**config.mk**
```make
export PLATFORM = sky130hd
export DESIGN_NAME = mem_port_arbiter
export DESIGN_NICKNAME = d
export VERILOG_FILES = /design/src/rtl/mem_port_arbiter.sv
export SDC_FILE = /design/constraint.sdc
export NUM_CORES = 1
export LEC_CHECK = 0
export ABC_AREA = 1
export CAP_MARGIN = 40
export CORE_ASPECT_RATIO = 0.6
export CORE_MARGIN = 3
export CORE_UTILIZATION = 41
export DETAILED_ROUTE_END_ITERATION = 10
export GPL_ROUTABILITY_DRIVEN = 0
export PLACE_DENSITY = 0.77
export RECOVER_POWER = 100
export SYNTH_ARGS = -nofsm -noshare
export SYNTH_HDL_FRONTEND = slang
export SYNTH_SLANG_ARGS = --single-unit
```
**constraint.sdc**
```tcl
create_clock -name clk_i -period 1.45 [get_ports clk_i]
set_input_delay 0.29 -clock clk_i [delete_from_list [all_inputs] [get_ports clk_i]]
set_output_delay 0.29 -clock clk_i [all_outputs]
set_load 0.01 [all_outputs]
```
**src/rtl/mem_port_arbiter.sv**
```systemverilog
// mem_port_arbiter: shares one single-port RAM between the IF fetch port
// (read-only) and the MEM data port (read/write).
// Ports:
//   clk_i, rst_i (async, active-low)
//   if_*   : IF request in, read data and ready pulse out
//   mem_*  : MEM request, we, addr, wdata in; read data and ready pulse out
//   stall_o: pipeline freeze while any request is outstanding
//   err_o  : pulses with ready when the RAM never acknowledged
//   ram_*  : held request towards the RAM, single-cycle ack back
module mem_port_arbiter #(
    parameter int AW         = 32,
    parameter int MAX_STARVE = 4,
    parameter int TIMEOUT    = 64
) (
    input  logic          clk_i,
    input  logic          rst_i,
    input  logic          if_req_i,
    input  logic [AW-1:0] if_addr_i,
    output logic [31:0]   if_rdata_o,
    output logic          if_ready_o,
    input  logic          mem_req_i,
    input  logic          mem_we_i,
    input  logic [AW-1:0] mem_addr_i,
    input  logic [31:0]   mem_wdata_i,
    output logic [31:0]   mem_rdata_o,
    output logic          mem_ready_o,
    output logic          stall_o,
    output logic          err_o,
    output logic          ram_req_o,
    output logic          ram_we_o,
    output logic [AW-1:0] ram_addr_o,
    output logic [31:0]   ram_wdata_o,
    input  logic [31:0]   ram_rdata_i,
    input  logic          ram_ack_i
);

    localparam int SW = $clog2(MAX_STARVE + 1);
    localparam int TW = $clog2(TIMEOUT + 1);
    localparam logic [SW-1:0] STARVE_MAX = SW'(MAX_STARVE);
    localparam logic [TW-1:0] TMO_LAST   = TW'(TIMEOUT - 1);

    typedef enum logic [1:0] {
        S_IDLE,
        S_BUSY_IF,
        S_BUSY_MEM,
        S_DONE
    } state_e;

    state_e          state_q, state_d;
    logic [SW-1:0]   starve_q;
    logic [TW-1:0]   tmo_q;
    logic            owner_mem_q;
    logic            err_q;
    logic            ram_we_q;
    logic [AW-1:0]   ram_addr_q;
    logic [31:0]     ram_wdata_q;
    logic [31:0]     if_rdata_q;
    logic [31:0]     mem_rdata_q;

    logic idle, busy, gnt_if, gnt_mem, ack_hit, tmo_hit;

    assign idle = (state_q == S_IDLE);
    assign busy = (state_q == S_BUSY_IF) || (state_q == S_BUSY_MEM);

    // IF only beats a pending MEM request once it has been passed over
    // MAX_STARVE times in a row.
    assign gnt_if  = idle && if_req_i &&
                     (!mem_req_i || (starve_q == STARVE_MAX));
    assign gnt_mem = idle && mem_req_i && !gnt_if;

    // An ack on the last watchdog cycle still counts as a normal completion.
    assign ack_hit = busy && ram_ack_i;
    assign tmo_hit = busy && !ram_ack_i && (tmo_q == TMO_LAST);

    // State register
    always_ff @(posedge clk_i or negedge rst_i) begin
        if (!rst_i) begin
            state_q <= S_IDLE;
        end else begin
            state_q <= state_d;
        end
    end

    // Next-state logic
    always_comb begin
        state_d = state_q;
        unique case (state_q)
            S_IDLE: begin
                if (gnt_mem) begin
                    state_d = S_BUSY_MEM;
                end else if (gnt_if) begin
                    state_d = S_BUSY_IF;
                end
            end
            S_BUSY_IF, S_BUSY_MEM: begin
                if (ack_hit || tmo_hit) begin
                    state_d = S_DONE;
                end
            end
            S_DONE: state_d = S_IDLE;
            default: state_d = S_IDLE;
        endcase
    end

    // Grant latch, watchdog, starvation counter and read-data capture
    always_ff @(posedge clk_i or negedge rst_i) begin
        if (!rst_i) begin
            starve_q    <= '0;
            tmo_q       <= '0;
            owner_mem_q <= 1'b0;
            err_q       <= 1'b0;
            ram_we_q    <= 1'b0;
            ram_addr_q  <= '0;
            ram_wdata_q <= '0;
            if_rdata_q  <= '0;
            mem_rdata_q <= '0;
        end else begin
            if (gnt_mem) begin
                owner_mem_q <= 1'b1;
                err_q       <= 1'b0;
                tmo_q       <= '0;
                ram_we_q    <= mem_we_i;
                ram_addr_q  <= mem_addr_i;
                ram_wdata_q <= mem_wdata_i;
                if (if_req_i && (starve_q != STARVE_MAX)) begin
                    starve_q <= starve_q + SW'(1);
                end
            end else if (gnt_if) begin
                owner_mem_q <= 1'b0;
                err_q       <= 1'b0;
                tmo_q       <= '0;
                ram_we_q    <= 1'b0;
                ram_addr_q  <= if_addr_i;
                ram_wdata_q <= '0;
                starve_q    <= '0;
            end
            if (busy) begin
                tmo_q <= tmo_q + TW'(1);
            end
            if (ack_hit && !ram_we_q) begin
                if (owner_mem_q) begin
                    mem_rdata_q <= ram_rdata_i;
                end else begin
                    if_rdata_q <= ram_rdata_i;
                end
            end
            if (tmo_hit) begin
                err_q <= 1'b1;
                if (!ram_we_q) begin
                    if (owner_mem_q) begin
                        mem_rdata_q <= 32'hDEADBEEF;
                    end else begin
                        if_rdata_q <= 32'hDEADBEEF;
                    end
                end
            end
        end
    end

    // Output logic
    always_comb begin
        ram_req_o   = busy;
        ram_we_o    = busy && ram_we_q;
        ram_addr_o  = ram_addr_q;
        ram_wdata_o = ram_wdata_q;
        if_rdata_o  = if_rdata_q;
        mem_rdata_o = mem_rdata_q;
        if_ready_o  = (state_q == S_DONE) && !owner_mem_q;
        mem_ready_o = (state_q == S_DONE) && owner_mem_q;
        err_o       = (state_q == S_DONE) && err_q;
        // Gated by reset so every output reads 0 while reset is held.
        stall_o     = rst_i &&
                      ((if_req_i && !if_ready_o) ||
                       (mem_req_i && !mem_ready_o));
    end

endmodule

```
---- After elaboration in Yosys (flattened, before gate mapping) ----
Index checks and enable logic that the tools add are counted.
Widths: inputs -> output; s select.
cells by class
  add/sub/neg operators ................... 2
  equal/unequal tests ..................... 9
  muxes and demuxes ....................... 29
  reduce and logical (&&, ||, !) cells .... 34
operators with widths
  kind                 number
  $mux 32              14
  $mux 7               3
  $logic_and 1x1->1    16
  $mux 3               3
  $add 7x1->7 const B  1
  $eq 7x6->1 const B   1
  $logic_not 1->1      7
  $mux 2               3
  $pmux 2 s3           1
  $reduce_bool 3->1    2
  $mux 1               5
  $eq 2x2->1 const B   2
  $logic_or 1x1->1     4
  $reduce_and 2->1     2
  $add 3x1->3 const B  1
  $eq 3x3->1 const B   1
  $ne 3x1->1 const B   1
  $ne 3x3->1 const B   1
  $eq 2x1->1 const B   1
  $logic_not 2->1      1
  $ne 2x1->1 const B   1
  $ne 2x2->1 const B   1
  $reduce_bool 2->1    1
  $reduce_or 2->1      1
word-level totals
  register bits ........................... 143
  bits of input ports ..................... 134
  output and inout bits ................... 134
  logic and storage cells ................. 84

---- Depth between registers and ports, before layout ----
Gate-level depths: netlist of run 1.
  depth in word-level cells ............... 8
  mapped depth ............................ 11
  mapped depth without buffers ............ 9

---- Worst setup path before layout of run 1 ----
No wires, ideal clock.
  path kind ............................... reg2reg
  start ................................... register state_q[0]
  end ..................................... register if_rdata_q[10] (netlist: if_rdata_o[10])
  library setup time ...................... 0.117 ns
  arrival ................................. 1.589 ns
  data required time ...................... 1.333 ns
  slack ................................... -0.256 ns
  cell stages (with the launch flop) ...... 12
  path buffers ............................ 2
  period minus slack after synthesis ...... 1.706 ns
  path through ............................ dfrtp_1 > inv_1 > ha_1 > buf_4 > nand2_1 > nor2_2 > nand2_1 > clkbuf_1 > nand2_1 > nand2_1 > nand2_1 > nand2_1
between the ends
  longest elaborated chain between the ends .. 8
  elaborated cells on any way between the ends .. 11
  those cells by class .................... 2 x eq/ne; 4 x mux; 5 x reduce/logical
ends and longest elaborated chain
  item                                             line  RTL
  start: declaration                               49    state_e state_q, state_d;
  start signal: assignment                         80    state_q <= state_d;
  $eq 2x1->1 / $eq 2x2->1 (equally long branches)  63    assign busy = (state_q == S_BUSY_IF) || (state_q == S_BUSY_MEM);
  $logic_or 1x1->1 *                               63
  named net ram_req_o                              29    output logic ram_req_o,
  $logic_and 1x1->1                                72    assign ack_hit = busy && ram_ack_i;
  $logic_and 1x1->1                                140   if (ack_hit && !ram_we_q) begin
  $mux 32                                          140
  $mux 32                                          150   if (owner_mem_q) begin
  $mux 32                                          149   if (!ram_we_q) begin
  $mux 32 *                                        147   if (tmo_hit) begin
  end signal: assignment                           144   if_rdata_q <= ram_rdata_i;
  end: declaration                                 57    logic [31:0] if_rdata_q;
The timed path passes the listed nets; every way through them passes the cells marked *.
A chain may end at the register's enable or synchronous reset.

---- Worst setup path in the final report of run 1 ----
  start ................................... register state_q[0]
  end ..................................... output stall_o
between the ends
  longest elaborated chain between the ends .. 6
  elaborated cells on any way between the ends .. 9
  those cells by class .................... 1 x eq/ne; 8 x reduce/logical
ends and longest elaborated chain
  item                                  line      RTL
  $eq 2x2->1 *                          168, 169
  $logic_and 1x1->1 (on tied branches)  168, 169
  $logic_not 1->1 (on tied branches)    173, 174
  $logic_and 1x1->1 (on tied branches)  173, 174
  $logic_or 1x1->1 *                    173       ((if_req_i && !if_ready_o) ||
  $logic_and 1x1->1 *                   172       stall_o = rst_i &&
  end: declaration                      27        output logic stall_o,
Mark *: on every way between the ends. The rest lies on a longest branch, timed or not.

==> results.md, run 1 <==
- Worst EP required: 1160 ps
- Final period utilization: 134%
- Cell area after synthesis: 7540 sq um
- Avg WL per Cell: 19.7 um
- Most used cell, CP: buf_6
- Crit path largest cell delay: 400 ps
- Post-CTS Hold Buffers: 0
- Initial antenna violation count: 0
- Vias in the first global route: 8343
- Grt ovf: 0
- Final WS setup: -493 ps
- Synth top cells by count: nand2_1 (460), nand3_1 (198), dfrtp_1 (143)
- Most frequent cell after synthesis: nand2_1
- Area grow syn2layout: 70.4%
- Multi-input gate area: 3770 sq um
- Seq/Total Area, Yosys: 47.5%
- Endpoints failing hold: 0
- Via Count: 8802
- Critical path type: reg2out
- Die extent in x: 181 um
- Share of cells above drive strength 1: 16.7%
- Largest net degree at the start of global routing: 87
- Fin nets: 1488
- Post-route minimum period: 1940 ps
- Cell variety after synth: 27
- Maximum clock path buffer count: 2
- CTS tree: yes
- Maxcap violations: 0
- CTS Buf Count: 17
- Post-layout util: 73.0%
- Dominant cells by area after synthesis: dfrtp_1 (47%), nand2_1 (23%), nand3_1 (13%), o21bai_1 (4.3%), buf_2 (2.1%)
- Total I/O pin count: 268
- Cell row count: 37
- First-pass GRT wire length: 46300 um
- Number of flops mapped to enable cells by yosys: 0
- Final Cell Area: 12800 sq um
- Vias per inst: 5.52
- Yosys warnings: 0
- Worst reg2reg path depth: 12
- Fmax: 0.515 GHz
- H-tree Lvls: 4
- Leading area contributor after synthesis: dfrtp_1
- Worst Hold Class: in2reg
- Input/output buffers: 267
- Final setup vio count: 149
- Failing checks: negative setup slack
- Clk slew on worst S/H paths: 60 ps
- Syn Nets: 1148
- Worst-margin pin slew: 1110 ps
- Max-slew headroom: 25.7%
- Max-slew violation count: 0
- PwrDens: 2240 nW/um^2
- Cells after synthesis: 1008
- Fill count: 1349
- Die area: 20100 sq um
- CP Depth: 7
- Clk sinks: 143
- Unrepaired setup endpoints after global routing: yes
- DRC: 0
- CP endpoint kind: primary output
- Finished Layout Cells: 1594
- Worst-case clock skew: 17.9 ps
- CP Max Fanout: 3
- # diodes: 0
- CP Data Arrival Time: 1650 ps
- WHS Path Cells: 3
- Startpoint Class: flop
- Min Hold Slack: 405 ps
- Core ar.: 17600 sq um
- Placed Cells: 1492
- Post-synth top area share: 47.5%
- Total GRT Usage: 28.8%
- Clock Root Buffer: clkbuf_16
- Drt pass-1 iters: 6
- VDD IR max: 1.27 mV
- Main flop type after synthesis: dfrtp_1
- Area after DPL: 10800 sq um
- Synth Register Bits: 143
- Worst-Skew Late Latency: 420 ps
- Post-Route WL: 31400 um
- Slowest-stage cell, CP: dfrtp_1
- Register area: 3580 sq um
- Crit path cell chain: buf_6 -> ha_4 -> nand2_2 -> inv_2 -> o22ai_2 -> and2_1 -> buf_6
- Static Leakage: 0.00665 uW
- DR iter-0 viols: 943
- Die height: 111 um
- Initial Utilization: 42.8%
- Kind of cell adding the most delay to the critical path: flip-flops
- HPWL Detailed: 17500 um
- Worst Path Buf+Inv: 3
- Mean Syn Cell Area: 7.48 sq um
- DRT antenna net count: 0
- Asr flop ratio synth: 100%
- Outcome: finished, violations left
[tightest hold or removal path, delay by kind of cell]
family        cells  cell delay (ps)
buf+inv           1              400
simple gates      2              100
[through the flow]
| stage | setup WS, ps | power, uW | TNS, ps |
|---|---|---|---|
| after floorplan | -129 | 13900 | -7810 |
| after CTS | -396 | 27300 | -27970 |
| after detailed placement | -633 | 20600 | -42610 |
| after global routing | -543 | 30400 | -44790 |
| final | -493 | 28800 | -37870 |
| after global placement | -630 | 20300 | -36510 |
[cell usage in the layout, fill, tap and decap left out, types with 7 or more instances in the layout]
master	instances
a21boi_0	8
buf_12	21
buf_16	19
buf_4	49
buf_6	28
clkbuf_16	23
clkdlybuf4s15_1	7
clkdlybuf4s50_1	132
dfrtp_1	141
dlygate4sd2_1	116
inv_1	13
nand2_1	440
nand2_2	13
nand3_1	184
nand3_2	13
o21a_1	8
o21ai_0	7
o21ai_1	11
o21bai_1	43
[cells by family (layout without fill, tap and decap cells)]
group	count (synthesis)	after routing	synth area share, %
AOI/OAI and AO/OA	80	80	7.34
xor gates and xnor gates	2	2	0.232
adders and majority gates	6	6	0.996
buffers and inverters	101	452	6.49
DFF	143	143	47.5
and+or+nand+nor	676	677	37.5
[where the power goes]
group          switching, uW  total [uW]  internal, uW  leakage, uW
Combinational           8570       16700          8120      0.00453
Sequential              1360        7200          5840      0.00180
Clock                   1910        4880          2970     0.000311
[routing by layer]
metal  vias up  track usage, %  wire, um
li1       3962               -         -
met3        84            7.48      3560
met5         -               0         0
met1      4188            40.3     12900
met4         0            7.35       626
met2       568            44.7     14300
[flip-flops by register name, summed over array words and instances (netlist names)]
name,count
if_rdata_o,32
owner_mem_q,1
starve_q,3
err_q,1
ram_we_q,1
ram_addr_o,32
state_q,2
tmo_q,7
mem_rdata_o,32
ram_wdata_o,32
[path summary, 6_finish.rpt]
kind                                              from                           to  slack [ps]
min in group asynchronous                        rst_i      owner_mem_q$_DFFE_PN0P_         440
setup reg to reg                state_q[0]$_DFFE_PN0P_     if_rdata_o[18]$_DFF_PN0_        -450
max in group asynchronous                        rst_i      if_rdata_o[4]$_DFF_PN0_         220
hold reg to reg            ram_wdata_o[14]$_DFFE_PN0P_  ram_wdata_o[14]$_DFFE_PN0P_         480
hold / removal                          mem_wdata_i[2]   ram_wdata_o[2]$_DFFE_PN0P_         400
setup / recovery                state_q[0]$_DFFE_PN0P_                      stall_o        -490
[area by class of cell]
class | count | area share, %
flip-flops and latches | 143 | 27.9
clock inverters | 13 | 1.58
repair buffers | 395 | 34.5
inverters | 26 | 1.03
multi-input cells | 765 | 29.3
clock buffers | 18 | 3.42
well taps | 234 | 2.28
[timing repair]
action | in CTS | in global routing
gates resized for setup | 247 | 65
setup buffers | 28 | 18
gates cloned | 22 | 8
pin swaps | 8 | 16
setup endpoints to repair | 275 | 163
hold endpoints to repair | 0 | 0
Note: power is estimated with default switching activity, not from simulation.
==> run 2: changes to the inputs <==
--- a/config.mk
+++ b/config.mk
@@ -8,12 +8,13 @@
 export ABC_AREA = 1
 export CAP_MARGIN = 40
 export CORE_ASPECT_RATIO = 0.6
-export CORE_MARGIN = 3
+export CORE_MARGIN = 1.5
 export CORE_UTILIZATION = 41
 export DETAILED_ROUTE_END_ITERATION = 10
 export GPL_ROUTABILITY_DRIVEN = 0
 export PLACE_DENSITY = 0.77
 export RECOVER_POWER = 100
+export SKIP_LAST_GASP = 1
 export SYNTH_ARGS = -nofsm -noshare
 export SYNTH_HDL_FRONTEND = slang
 export SYNTH_SLANG_ARGS = --single-unit
==> results.md, run 2 (synthesis results as in run 1) <==
- DR iter-0 viols: 933 (-1.1%)
- Worst reg2reg path depth: 11 (-1)
- Static Leakage: 0.00693 uW (+4.3%)
- Post-route minimum period: 1920 ps (-18.7 ps)
- Unrepaired setup endpoints after global routing: yes
- Wl on met1: 13300 um (+3.1%)
- Post-layout util: 74.6% (+1.5 points)
- Vias in the first global route: 7998 (-4.1%)
- Die area: 19200 sq um (-4.3%)
- Worst r2r src: state_q[0]$_DFFE_PN0P_
- Cell row count: 38 (+2.7%)
- Final WS setup: -474 ps (+18.7 ps)
- Area after DPL: 10800 sq um (about the same)
- Maxcap violations: 0 (unchanged)
- Worst-margin pin slew: 775 ps (-339 ps)
- DRC: 0 (unchanged)
- Via Count: 8832 (+0.34%)
- H-tree Lvls: 4 (unchanged)
- Initial Utilization: 41.8% (-1.0 points)
- Most frequent cells in the layout: nand2_1 (377), dfrtp_1 (140), clkdlybuf4s50_1 (132), nand3_1 (130), dlygate4sd2_1 (117)
- Clk slew on worst S/H paths: 70 ps (about the same)
- Area grow syn2layout: 78.2%
- Met3 wire length: 3250 um (-8.5%)
- Final period utilization: 133% (-1.3 points)
- VDD IR max: 1.29 mV (+1.6%)
- Placed Cells: 1496 (+0.27%)
- Input/output buffers: 267 (unchanged)
- Clk sinks: 143 (unchanged)
- Min Hold Slack: 411 ps (+6.69 ps)
- CP Data Arrival Time: 1630 ps (-20 ps)
- DRT antenna net count: 0 (unchanged)
- Share of cells above drive strength 1: 25.6% (+8.9 points)
- Finished Layout Cells: 1599 (+0.31%)
- Hold worst-path end: ram_wdata_o[27]$_DFFE_PN0P_
- Fill count: 1183 (-12%)
- Worst-case clock skew: 20.3 ps (+2.38 ps)
- Grt ovf: 0 (unchanged)
- Fmax: 0.520 GHz (+0.97%)
- Hold path start: mem_wdata_i[27]
- Max-slew headroom: 48.3% (+23 points)
- Critical path type: reg2out
- PwrDens: 2250 nW/um^2 (+0.25%)
- CTS tree: yes
- Vias per inst: 5.52 (about the same)
- Failing checks: negative setup slack
- First-pass GRT wire length: 44400 um (-4.1%)
- FF-to-FF setup slack: -440 ps (about the same)
- R2R Path End: mem_rdata_o[21]$_DFF_PN0_
- Outcome: finished, violations left
- WHS Path Cells: 3 (unchanged)
- Total I/O pin count: 268 (unchanged)
- Worst EP required: 1160 ps (about the same)
- Largest net degree at the start of global routing: 81 (-6.9%)
- Final setup vio count: 264 (+77%)
- Avg WL per Cell: 20.3 um (+3.0%)
- Max-slew violation count: 0 (unchanged)
- Core ar.: 18000 sq um (+2.4%)
- Total GRT Usage: 29.7% (+0.92 points)
- Maximum clock path buffer count: 2 (unchanged)
- CTS Buf Count: 17 (unchanged)
- HPWL Detailed: 16600 um (-4.8%)
- Fin nets: 1485 (-0.20%)
- Initial antenna violation count: 1 (+1)
- Drt pass-1 iters: 5 (-1)
- Post-Route WL: 32400 um (+3.3%)
- Worst-Skew Late Latency: 420 ps (about the same)
- Endpoints failing hold: 0 (unchanged)
- Startpoint Class: flop
- Die height: 108 um (-2.7%)
- CP endpoint kind: primary output
- Die extent in x: 178 um (-1.7%)
- Worst Hold Class: in2reg
- CP Max Fanout: 3 (unchanged)
- Metal2 WL: 14900 um (+4.0%)
- Clock Root Buffer: clkbuf_16
- Final Cell Area: 13400 sq um (+4.6%)
- Max layer used: met4
- Leading cell type in the layout, fill and taps excluded: nand2_1
## run 2: area by class of cell
cell class              count  area, sq um  share of cell area (%)
clock inverters            12          148                    1.10
well taps                 240          300                    2.24
multi-input cells         764         4410                    32.9
flip-flops and latches    143         3580                    26.7
diodes                      1         2.50                  0.0186
inverters                  26          141                    1.05
clock buffers              20          467                    3.47
repair buffers            393         4380                    32.6
## run 2: worst max-delay path, cell delays in order, from the launching register on
cell,delay (ps)
dfrtp_1,430
ha_4,180
inv_2,60
nor2_4,160
o22ai_2,80
and2_1,150
buf_2,150
## run 2: how the worst max path moves through the flow
stage | startpoint | end | depth (start not counted)
2_1_floorplan | state_q[0]$_DFFE_PN0P_ | if_rdata_o[0]$_DFF_PN0_ | 10
6_report | state_q[0]$_DFFE_PN0P_ | stall_o | 6
5_1_grt | state_q[0]$_DFFE_PN0P_ | stall_o | 6
3_3_place_gp | mem_req_i | stall_o | 5
3_5_place_dp | mem_req_i | stall_o | 5
4_1_cts | state_q[1]$_DFFE_PN0P_ | ram_we_o | 6
## run 2: timing repair
item,CTS,global route
hold buffers,1,0
buffers inserted,17,28
hold endpoints to repair,26,0
cloned,17,15
pin swaps,17,82
gates resized for setup,250,211
endpoints found under the setup margin,276,166
## run 2: power by group
group / internal [uW] / total (uW) / switching (uW)
registers: 5840 / 7380 / 1540
logic: 8520 / 18100 / 9600
clock network: 2720 / 4670 / 1940
total: 17100 / 30200 / 13100
## run 2: per-stage QoR
stage	setup slack [ps]	TNS [ps]	power, uW
floorplan	-129	-7810	13900
CTS	-378	-35650	26500
detailed placement	-477	-38340	20400
global route	-501	-86150	31700
global placement	-452	-34400	20100
finish	-474	-57630	30200
## run 2: layer usage
layer,vias to the layer above,GRT usage (%)
met1,4222,40.7
met4,0,8.64
li1,3956,-
met5,-,0
met3,97,8.40
met2,557,45.8
==> run 3: changes to the inputs <==
--- a/config.mk
+++ b/config.mk
@@ -6,13 +6,13 @@
 export NUM_CORES = 1
 export LEC_CHECK = 0
 export ABC_AREA = 1
-export CAP_MARGIN = 40
+export CAP_MARGIN = 20
 export CORE_ASPECT_RATIO = 0.6
 export CORE_MARGIN = 1.5
-export CORE_UTILIZATION = 41
+export CORE_UTILIZATION = 46
 export DETAILED_ROUTE_END_ITERATION = 10
 export GPL_ROUTABILITY_DRIVEN = 0
-export PLACE_DENSITY = 0.77
+export PLACE_DENSITY = 0.82
 export RECOVER_POWER = 100
 export SKIP_LAST_GASP = 1
 export SYNTH_ARGS = -nofsm -noshare
==> constraint.sdc (replaced) <==
create_clock -name clk_i -period 2.1 [get_ports clk_i]
set_input_delay 0.42 -clock clk_i [delete_from_list [all_inputs] [get_ports clk_i]]
set_output_delay 0.42 -clock clk_i [all_outputs]
set_load 0.01 [all_outputs]
==> results.md, run 3 (synthesis results as in run 1) <==
- Maximum clock path buffer count: 2 (unchanged)
- H-tree Lvls: 4 (unchanged)
- Slowest-stage cell, CP: dfrtp_1
- Vias per inst: 5.35 (-3.1%)
- Final period utilization: 98.3%
- Die area: 17200 sq um (-11%)
- VDD IR max: 0.877 mV (-32%)
- Worst Path Buf+Inv: 2 (unchanged)
- Endpoints failing hold: 0 (unchanged)
- Max-slew violation count: 0 (unchanged)
- Most frequent cells in the layout: nand2_1 (460), clkdlybuf4s50_1 (260), nand3_1 (198), dfrtp_1 (141), o21bai_1 (43)
- Fmax: 0.485 GHz
- Finished Layout Cells: 1470 (-8.1%)
- DR iter-0 viols: 916 (-1.8%)
- Initial Utilization: 46.7% (+4.9 points)
- Clock Root Buffer: clkbuf_16
- Die extent in x: 168 um (-5.5%)
- Largest net degree at the start of global routing: 144 (+78%)
- Critical path type: reg2out
- Static Leakage: 0.00543 uW (-22%)
- CTS tree: yes
- Core ar.: 16100 sq um (-11%)
- WHS Path Cells: 2 (-1)
- Crit path largest cell delay: 440 ps (about the same)
- Post-route minimum period: 2060 ps
- Worst EP required: 1680 ps (+520 ps)
- CP Depth: 6 (unchanged)
- Area grow syn2layout: 46.5%
- Share of cells above drive strength 1: 6.50% (-19 points)
- Min Hold Slack: 478 ps (+66.4 ps)
- Die height: 102 um (-5.4%)
- Input/output buffers: 267 (unchanged)
- Total GRT Usage: 27.6% (-2.1 points)
- Cell row count: 36 (-5.3%)
- Drt pass-1 iters: 6 (+1)
- PwrDens: 1520 nW/um^2 (-32%)
- Placed Cells: 1437 (-3.9%)
- CP Data Arrival Time: 1640 ps (about the same)
- Via Count: 7870 (-11%)
- Worst-Skew Late Latency: 420 ps (about the same)
- Worst-margin pin slew: 1310 ps (+539 ps)
- Leading cell type in the layout, fill and taps excluded: nand2_1
- Final setup vio count: 0 (-100%)
- Max-slew headroom: 12.4% (-36 points)
- Worst Hold Class: reg2reg
- Worst reg2reg path depth: 10 (-1)
- HPWL Detailed: 15500 um (-7.0%)
- Power, Total: 16800 uW (-44%)
- Clk slew on worst S/H paths: 70 ps (about the same)
- Avg WL per Cell: 16.2 um (-20%)
- Startpoint Class: flop
- First-pass GRT wire length: 37700 um (-15%)
- Clk sinks: 143 (unchanged)
- Outcome: finished, final reports clean
- Initial antenna violation count: 0 (-1)
- Total I/O pin count: 268 (unchanged)
- Vias in the first global route: 7183 (-10%)
- Fin nets: 1388 (-6.5%)
- Worst-case clock skew: 13.2 ps (-7.11 ps)
- Post-Route WL: 23800 um (-27%)
- Post-CTS Hold Buffers: 0 (-1)
- CTS Buf Count: 17 (unchanged)
- DRC: 0 (unchanged)
- Maxcap violations: 0 (unchanged)
- CP endpoint kind: primary output
- DRT antenna net count: 0 (unchanged)
- Unrepaired setup endpoints after global routing: yes
- Crit path cell chain: ha_4 -> inv_1 -> nor2_2 -> o22ai_2 -> and2_1 -> clkdlybuf4s15_2
- CP Max Fanout: 3 (unchanged)
- Grt ovf: 0 (unchanged)
- Kind of cell adding the most delay to the critical path: flip-flops
- # diodes: 0 (-1)
-- run 3: changes by cell type in the layout (fill, tap and decap cells not counted), moves of 36 or more --
cell / before / now
clkdlybuf4s50_1: 132 / 260
dlygate4sd2_1: 117 / 4
nand2_1: 377 / 460
nand3_1: 130 / 198
nand3_2: 58 / 1
nand2_2: 44 / 2
nand2_4: 36 / 0
-- run 3: power by group --
part / internal (uW) / switching, uW / total (uW)
sequential: 4030 / 940 / 4970
combinational: 4080 / 4650 / 8730
clock: 1810 / 1280 / 3090
-- run 3: final cells by class --
class	count	area (sq um)
Clock buffer	19	443
Clock inverter	13	158
Fill cell	1311	5080
Inverter	26	97.6
Multi-Input combinational cell	764	3510
Sequential cell	143	3580
Tap cell	209	262
Timing Repair Buffer	296	2990
-- run 3: per-layer routing --
metal  vias to the layer above  part of all wire, %  track usage [%]  routed length (um)
met3                        44                  8.1             6.12                1930
met1                      3701                   44             39.2               10500
met4                         0                  1.5             7.14                 353
met5                         -                    0                0                   0
li1                       3737                    -                -                   -
met2                       388                   46             43.1               11000
-- run 3: tightest hold or removal path: stages, from the launching register on --
cell and delay [ps]:
dfrtp_1 340, nand2_1 50, nand2_1 50
-- run 3: worst paths after layout --
kind,endpoint,startpoint,slack (ps)
max in group asynchronous,owner_mem_q$_DFFE_PN0P_,rst_i,600
worst min register to register,ram_wdata_o[7]$_DFFE_PN0P_,ram_wdata_o[7]$_DFFE_PN0P_,480
worst max register to register,mem_rdata_o[22]$_DFF_PN0_,state_q[1]$_DFFE_PN0P_,130
min in group asynchronous,ram_wdata_o[9]$_DFFE_PN0P_,rst_i,570
worst max-delay path,stall_o,state_q[1]$_DFFE_PN0P_,40
worst min-delay path,ram_wdata_o[7]$_DFFE_PN0P_,ram_wdata_o[7]$_DFFE_PN0P_,480
-- run 3: per-stage QoR --
stage          utilization (%)  TNS [ps]  worst slack, ps  cell area, sq um
2_1_floorplan                -         0              394              7540
3_3_place_gp              64.6      -155             -155             10400
3_5_place_dp              64.6      -160             -160             10400
4_1_cts                   68.4         0             14.6             11000
5_1_grt                   68.5     -57.6            -36.2             11000
6_report                  68.5         0             36.6             11000
-- run 3: what timing repair did --
action	CTS	global route
setup buffers	0	1
endpoints found under the setup margin	6	2
pin swaps	1	2
gates cloned	0	0
hold endpoints to repair	0	0
resized for setup	11	5
